[src/rtl/div_unit.sv]
// Iterative 32-bit radix-2 restoring divider (MIPS DIV/DIVU), one quotient bit per cycle.
// Define DIV_ZERO_DETECT_EN to short-circuit a zero divisor to a 64'h0 result in two edges.
module div_unit (
  input  logic        clk,
  input  logic        rst,
  input  logic        start_i,
  input  logic        annul_i,
  input  logic        signed_div_i,
  input  logic [31:0] opdata1_i,
  input  logic [31:0] opdata2_i,
  output logic [63:0] result_o,
  output logic        ready_o,
  output logic [1:0]  dbg_state
);

  // Handshake: start_i is held high until ready_o is seen. ready_o is high
  // only in S_END and drops on the edge where start_i is sampled low.
  // start_i outside S_FREE and annul_i in S_END are ignored.
  typedef enum logic [1:0] {
    S_FREE    = 2'd0,
    S_BY_ZERO = 2'd1,
    S_ON      = 2'd2,
    S_END     = 2'd3
  } state_t;

  state_t      state;
  logic [4:0]  cnt;
  logic [31:0] rem;
  logic [31:0] dvd;
  logic [31:0] divisor;
  logic        sgn;
  logic        neg1;
  logic        neg2;

  logic [31:0] a_mag;
  logic [31:0] b_mag;
  logic [32:0] sh_rem;
  logic [31:0] diff;
  logic        fits;
  logic [31:0] rem_nxt;
  logic [31:0] dvd_nxt;
  logic [31:0] q_fix;
  logic [31:0] r_fix;

  assign dbg_state = state;

  always_comb begin
    a_mag = (signed_div_i && opdata1_i[31]) ? -opdata1_i : opdata1_i;
    b_mag = (signed_div_i && opdata2_i[31]) ? -opdata2_i : opdata2_i;
    // The running remainder is always below the divisor, so after the shift
    // it needs only 33 bits and a successful trial fits back into 32.
    sh_rem  = {rem, dvd[31]};
    fits    = (sh_rem >= {1'b0, divisor});
    diff    = sh_rem[31:0] - divisor;
    rem_nxt = fits ? diff : sh_rem[31:0];
    dvd_nxt = {dvd[30:0], fits};
    q_fix   = (sgn && (neg1 ^ neg2)) ? -dvd_nxt : dvd_nxt;
    r_fix   = (sgn && neg1) ? -rem_nxt : rem_nxt;
  end

  always_ff @(posedge clk) begin
    if (rst) begin
      state    <= S_FREE;
      cnt      <= 5'd0;
      rem      <= 32'd0;
      dvd      <= 32'd0;
      divisor  <= 32'd0;
      sgn      <= 1'b0;
      neg1     <= 1'b0;
      neg2     <= 1'b0;
      result_o <= 64'h0;
      ready_o  <= 1'b0;
    end else begin
      case (state)
        S_FREE: begin
          if (start_i && !annul_i) begin
            cnt     <= 5'd0;
            rem     <= 32'd0;
            dvd     <= a_mag;
            divisor <= b_mag;
            sgn     <= signed_div_i;
            neg1    <= signed_div_i & opdata1_i[31];
            neg2    <= signed_div_i & opdata2_i[31];
`ifdef DIV_ZERO_DETECT_EN
            if (opdata2_i == 32'd0) state <= S_BY_ZERO;
            else                    state <= S_ON;
`else
            state   <= S_ON;
`endif
          end
        end
`ifdef DIV_ZERO_DETECT_EN
        S_BY_ZERO: begin
          if (annul_i) begin
            state <= S_FREE;
          end else begin
            state    <= S_END;
            result_o <= 64'h0;
            ready_o  <= 1'b1;
          end
        end
`endif
        S_ON: begin
          if (annul_i) begin
            state <= S_FREE;
          end else begin
            rem <= rem_nxt;
            dvd <= dvd_nxt;
            cnt <= cnt + 5'd1;
            if (cnt == 5'd31) begin
              state    <= S_END;
              result_o <= {r_fix, q_fix};
              ready_o  <= 1'b1;
            end
          end
        end
        S_END: begin
          if (!start_i) begin
            state   <= S_FREE;
            ready_o <= 1'b0;
          end
        end
        default: state <= S_FREE;
      endcase
    end
  end

endmodule

[config.mk]
export PLATFORM = sky130hd
export DESIGN_NAME = div_unit
export DESIGN_NICKNAME = d
export VERILOG_FILES = /design/src/rtl/div_unit.sv
export SDC_FILE = /design/constraint.sdc
export NUM_CORES = 1
export LEC_CHECK = 0
export CORE_ASPECT_RATIO = 1.2
export CORE_MARGIN = 1
export CORE_UTILIZATION = 40
export CTS_CLUSTER_SIZE = 25
export DETAILED_ROUTE_END_ITERATION = 10
export RECOVER_POWER = 100
export SLEW_MARGIN = 20
export SYNTH_ARGS = -nofsm -noshare
export SYNTH_HDL_FRONTEND = slang
export SYNTH_SLANG_ARGS = --single-unit
[constraint.sdc]
create_clock -name clk -period 8.7 [get_ports clk]
set_input_delay 1.74 -clock clk [delete_from_list [all_inputs] [get_ports clk]]
set_output_delay 1.74 -clock clk [all_outputs]
set_load 0.01 [all_outputs]
==> flow_metrics.env, run 1 <==
export IMPL_routabilityCongestion=0.995
export IMPL_ys_seq_area_share_pct=28.9
export IMPL_antenna_left=0
export IMPL_clk_pin_slew_ns=0.07
export IMPL_syn_area_per_cell_um2=7.30
export IMPL_critical_path_slowest_cell="clkbuf_1"
export IMPL_vias_per_cell=5.69
export IMPL_die_area_mm2=0.0303
export IMPL_design_area_mm2=0.0139
export IMPL_wire_per_inst_um=18.0
export IMPL_rows=68
export IMPL_synth_seq_cells=171
export IMPL_dp_hpwl_um=28200
export IMPL_overflow=0
export IMPL_whs_ns=0.448
export IMPL_final_max_slew_violation_count=222
export IMPL_required_ns=9.05
export IMPL_dr_pass1_iters=5
export IMPL_powerDensity_mw_per_mm2=153
export IMPL_synthAdderAreaFrac_pct=4.19
export IMPL_routed_wl_um=37200
export IMPL_critPathMaxFanout=48
export IMPL_critical_path_cell_chain="ha_1 > a21oi_1 > o21ai_1 > and2_0 > o21ai_1 > nand3_1 > clkbuf_1 > inv_1 > clkbuf_1 > o21ai_0 > or4b_1 > o41a_1 > xnor2_1 > o21ai_0"
export IMPL_p_int_mw=1.43
export IMPL_ios=136
export IMPL_numClockSinks=171
export IMPL_relSlewSlack_pct=-178
export IMPL_holdCritPathClass="reg2reg"
export IMPL_synth_edff_count=0
export IMPL_crit_type="reg2reg"
export IMPL_rsz0062_at_grt="false"
export IMPL_clock_skew_ns=0.0228
export IMPL_switchingPower_uw=696
export IMPL_dr_first_iter_drc_count=666
export IMPL_period_minus_slack_ns=6.53
export IMPL_synthTopCellsByCount="nor2_1 (237), dfxtp_1 (171), nand2_1 (170)"
export IMPL_ys_async_sr_fraction_pct=0
export IMPL_power_leakage_nw=5.21
export IMPL_place_area_mm2=0.0133
export IMPL_crit_path_max_incr_delay_ns=1.40
export IMPL_cts_tree="done"
export IMPL_syn_nets=1728
export IMPL_cap_violations=3
export IMPL_synth_cell_types=81
export IMPL_crit_family="buffers and inverters"
export IMPL_synth_simple_area_share_pct=24.8
export IMPL_max_freq_mhz=153
export IMPL_dieWidth_um=159
export IMPL_cts_buffers=17
export IMPL_insertion_delay_ns=0.45
export IMPL_start_util_pct=40.9
export IMPL_critPathCaptureType="flop"
export IMPL_vias=11800
export IMPL_tightest_slew_ns=4.16
export IMPL_critical_path_buf_inv_count=3
export IMPL_arrival_ns=6.89
export IMPL_clock_path_buffers=2
export IMPL_htree_num_levels=4
export IMPL_nets=1785
export IMPL_synthMuxAreaShare_pct=0.857
export IMPL_die_h_um=190
export IMPL_yosys_area_top_type="dfxtp_1"
export IMPL_synth_top_family_by_area="compound AO/OA/AOI/OAI gates"
export IMPL_layout_drive_gt1_share_pct=3.91
export IMPL_clkPwrFrac_pct=36.9
export IMPL_violations="max-capacitance violations, max-slew violations"
export IMPL_grt_max_degree=91
export IMPL_grt_pass1_wl_um=59600
export IMPL_hold_violations=0
export IMPL_p_sw_share_pct=32.7
export IMPL_p_comb_share_pct=24.3
export IMPL_track_usage_pct=24.7
export IMPL_synth_area_top_cells="dfxtp_1 (29%), nor2_1 (7.5%), a21oi_1 (6.6%)"
export IMPL_n_antenna_cell=0
export IMPL_ys_warn_count=0
export IMPL_p_seq_share_pct=38.9
export IMPL_grt_pass1_vias=11300
export IMPL_totalNegativeSetupSlack_ns=0
export IMPL_syn_inst=1620
export IMPL_period_share_pct=75.1
export IMPL_cts_hold_buffers=0
export IMPL_netlist_area_leader_share_pct=28.9
export IMPL_antenna_found_initial=0
export IMPL_ir_drop_uv=125
export IMPL_cts_setup_buffers=0
export IMPL_core_mm2=0.0289
export IMPL_status="finished with violations"
export IMPL_syn2layout_area_growth_pct=17.3
export IMPL_netlist_area_mm2=0.0118
export IMPL_synth_ff_type="dfxtp_1"
export IMPL_post_route_drc_count=0
export IMPL_synth_most_common_cell="nor2_1"
export IMPL_startpoint_type="flop"
export IMPL_clock_root_buffer="clkbuf_16"
export IMPL_finalSetupViolCount=0
export IMPL_synth_xor_area_share_pct=8.81
export IMPL_cts_resized=0
export IMPL_io_buffers=135
export IMPL_synth_compound_area_share_pct=26.8
## flip-flops by register name, summed over array words and instances, names as in the netlist
| name | cells |
|---|---|
| divisor | 32 |
| dvd | 32 |
| rem | 32 |
| dbg_state | 2 |
| ready_o | 1 |
| result_o | 64 |
| sgn | 1 |
| cnt | 5 |
| neg1 | 1 |
| neg2 | 1 |
## power groups by stage
stage	clock [mW]	sequential (mW)	combinational, mW
3_3_place_gp	0	0.845	0.513
5_1_grt	0.827	0.831	0.570
2_1_floorplan	0	0.838	0.362
3_5_place_dp	0	0.845	0.514
6_report	0.785	0.828	0.517
4_1_cts	0.800	0.827	0.516
## final timing paths
path / cells past startpoint / start / slack (ns) / to
max reg2reg: 14 / rem[9]$_SDFFE_PP0P_ / 2.17 / result_o[63]$_SDFFE_PP0P_
min reg2reg: 2 / result_o[39]$_SDFFE_PP0P_ / 0.45 / result_o[39]$_SDFFE_PP0P_
max: 14 / rem[9]$_SDFFE_PP0P_ / 2.17 / result_o[63]$_SDFFE_PP0P_
min: 2 / result_o[39]$_SDFFE_PP0P_ / 0.45 / result_o[39]$_SDFFE_PP0P_
## cells by family after synthesis
group / after synthesis
buffers and inverters: 162
DFF: 171
adders and majority gates: 39
AOI/OAI and AO/OA: 484
and+or+nand+nor: 635
xor gates and xnor gates: 119
muxes: 10
## cells in the final DEF, fill, tap and decap left out, drive strengths merged, types with 10 or more instances in the layout
cell	n
nor3	39
xor2	56
a211oi	74
nor4	31
clkbuf	25
o21ai	81
and3	14
o31ai	20
ha	38
nand2b	15
and2	12
nand4	20
a21oi	158
clkdlybuf4s50	66
a311oi	10
inv	56
dfxtp	171
xnor2	63
nand3	34
nor2	237
a31oi	33
o41ai	12
dlygate4sd3	68
or3	24
nand2	170
or4	11
## per-layer routing
metal  track usage, %  up-vias  wire length, um  part of all wire (%)
met5                0        -                0                     0
met4             11.1        0             1380                   3.7
met3             2.85       72             1120                   3.0
met2             47.6      291            19700                    53
met1             27.0     5469            15100                    40
li1                 -     5960                -                     -
## tightest hold or removal path: cells and delay by family (launching register included)
kind | cells | cell delay, ns
simple gates | 1 | 0.05
flops | 1 | 0.31
compound gates | 1 | 0.05
## through the flow
step / std cells / power [mW] / setup slack, ns / utilization [%]
floorplan: 1620 / 1.20 / 4.18 / -
global placement: 2043 / 1.36 / 3.78 / 46.0
detailed placement: 2043 / 1.36 / 3.68 / 46.0
CTS: 2074 / 2.14 / 3.84 / 48.1
global route: 2074 / 2.23 / 1.73 / 48.0
finish: 2074 / 2.13 / 2.17 / 48.0
## cell type report
cell class,count,area [um2]
multi-input combinational,1287,7760
clock inverter,12,138
clock buffer,19,453
inverter,52,195
timing repair buffer,148,1430
sequential,171,3420
fill,3000,15100
tap,385,482
Note: power is estimated with default switching activity, not from simulation.
==> run 2: changes to the inputs <==
clock period = 5.43 ns   (was 8.7 ns; I/O delays follow)
==> flow_metrics.env, run 2 (same netlist as run 1, synthesis figures left out) <==
export IMPL_antenna_left=0
export IMPL_dr_pass1_iters=6
export IMPL_power_leakage_nw=5.26
export IMPL_die_area_mm2=0.0303
export IMPL_tightest_slew_ns=3.52
export IMPL_largest_reg_flops=64
export IMPL_mostFrequentLayoutCell="nor2_1"
export IMPL_critical_path_buf_inv_count=2
export IMPL_relSlewSlack_pct=-135
export IMPL_max_freq_mhz=207
export IMPL_start_util_pct=40.9
export IMPL_track_usage_pct=25.4
export IMPL_routabilityCongestion=1.01
export IMPL_io_buffers=135
export IMPL_insertion_delay_ns=0.44
export IMPL_ir_drop_uv=153
export IMPL_antenna_found_initial=0
export IMPL_post_route_drc_count=0
export IMPL_nets=1792
export IMPL_regMostFlops="result_o"
export IMPL_syn2layout_area_growth_pct=17.8
export IMPL_hold_violations=0
export IMPL_clk_pin_slew_ns=0.08
export IMPL_powerDensity_mw_per_mm2=246
export IMPL_critical_path_slowest_cell="or4b_1"
export IMPL_finalSetupViolCount=0
export IMPL_violations="max-capacitance violations, max-slew violations"
export IMPL_dp_hpwl_um=29200
export IMPL_status="finished with violations"
export IMPL_cts_buffers=17
export IMPL_core_mm2=0.0289
export IMPL_rsz0062_at_grt="false"
export IMPL_final_max_slew_violation_count=78
export IMPL_n_antenna_cell=0
export IMPL_arrival_ns=5.21
export IMPL_final_cell_mix="nor2_1 (235), dfxtp_1 (171), nand2_1 (170)"
export IMPL_grt_pass1_wl_um=61400
export IMPL_cap_violations=1
export IMPL_cts_resized=0
export IMPL_ios=136
export IMPL_period_minus_slack_ns=4.84
export IMPL_overflow=0
export IMPL_period_share_pct=89.1
export IMPL_grt_max_degree=78
export IMPL_dieWidth_um=159
export IMPL_die_h_um=190
export IMPL_dr_first_iter_drc_count=770
export IMPL_htree_num_levels=4
export IMPL_cts_setup_buffers=0
export IMPL_numClockSinks=171
export IMPL_grt_pass1_vias=11600
export IMPL_critPathCaptureType="flop"
export IMPL_clock_root_buffer="clkbuf_16"
export IMPL_cts_tree="done"
export IMPL_crit_path_max_incr_delay_ns=0.68
export IMPL_crit_type="reg2reg"
export IMPL_critical_path_cell_chain="ha_1 > nand4_1 > nor4_1 > and3_1 > nand3_1 > nand3_1 > buf_4 > buf_4 > a41oi_2 > or4b_1 > or3_1 > o41a_1 > xnor2_1 > o21ai_0"
export IMPL_startpoint_type="flop"
export IMPL_fin_util_pct=48.2
export IMPL_routed_wl_um=38300
export IMPL_crit_family="simple AND/OR/NAND/NOR gates"
export IMPL_totalNegativeSetupSlack_ns=0
export IMPL_cts_hold_buffers=0
export IMPL_clock_path_buffers=2
export IMPL_required_ns=5.80
export IMPL_vias_per_cell=5.76
export IMPL_holdCritPathClass="reg2reg"
export IMPL_layout_drive_gt1_share_pct=4.36
export IMPL_critPathMaxFanout=27
export IMPL_clock_skew_ns=0.0162
export IMPL_wire_per_inst_um=18.4
export IMPL_rows=68
export IMPL_vias=12000
-- run 2: worst paths after layout --
path         slack (ns)                       from                         to  cells after the start
max                0.59       rem[22]$_SDFFE_PP0P_  result_o[63]$_SDFFE_PP0P_                     14
min                0.45  result_o[21]$_SDFFE_PP0P_  result_o[21]$_SDFFE_PP0P_                      2
max reg2reg        0.59       rem[22]$_SDFFE_PP0P_  result_o[63]$_SDFFE_PP0P_                     14
min reg2reg        0.45  result_o[21]$_SDFFE_PP0P_  result_o[21]$_SDFFE_PP0P_                      2
-- run 2: tightest hold or removal path, delay by kind of cell, from the launching register on --
kind	cells	cell delay, ns
compound gates	1	0.05
flops	1	0.31
simple gates	1	0.05
-- run 2: per-stage QoR --
step	std cells	worst slack, ns	power (mW)	hold WS [ns]	cell area, um2
3_3_place_gp	2050	0.875	2.18	0.438	13400
4_1_cts	2082	0.803	3.45	0.453	14000
2_1_floorplan	1620	0.911	1.92	0.432	11800
6_report	2082	0.589	3.43	0.451	13900
5_1_grt	2082	0.215	3.59	0.466	13900
3_5_place_dp	2050	0.819	2.18	0.442	13400
-- run 2: metal layers --
| metal | wire length (um) | vias to the layer above | track usage (%) |
|---|---|---|---|
| met5 | 0 | - | 0 |
| met4 | 1450 | 0 | 11.9 |
| met2 | 20000 | 300 | 48.5 |
| met3 | 1280 | 83 | 2.76 |
| li1 | - | 5983 | - |
| met1 | 15600 | 5635 | 28.2 |
-- run 2: final cells by class --
| cell class | count | area [um2] |
|---|---|---|
| Timing Repair Buffer | 155 | 1480 |
| Fill cell | 3010 | 15000 |
| Tap cell | 385 | 482 |
| Multi-Input combinational cell | 1287 | 7760 |
| Clock inverter | 15 | 171 |
| Clock buffer | 17 | 425 |
| Sequential cell | 171 | 3420 |
| Inverter | 52 | 195 |
-- run 2: power by group --
group	internal, mW	switching, mW	total, mW
clock network	0.658	0.611	1.27
logic	0.304	0.530	0.835
registers	1.29	0.0367	1.33
==> run 3: changes to the inputs <==
SKIP_LAST_GASP = 1   (was default)
==> results of run 3 <==
No change in the layout: final DEF, timing and power equal those of run 2.
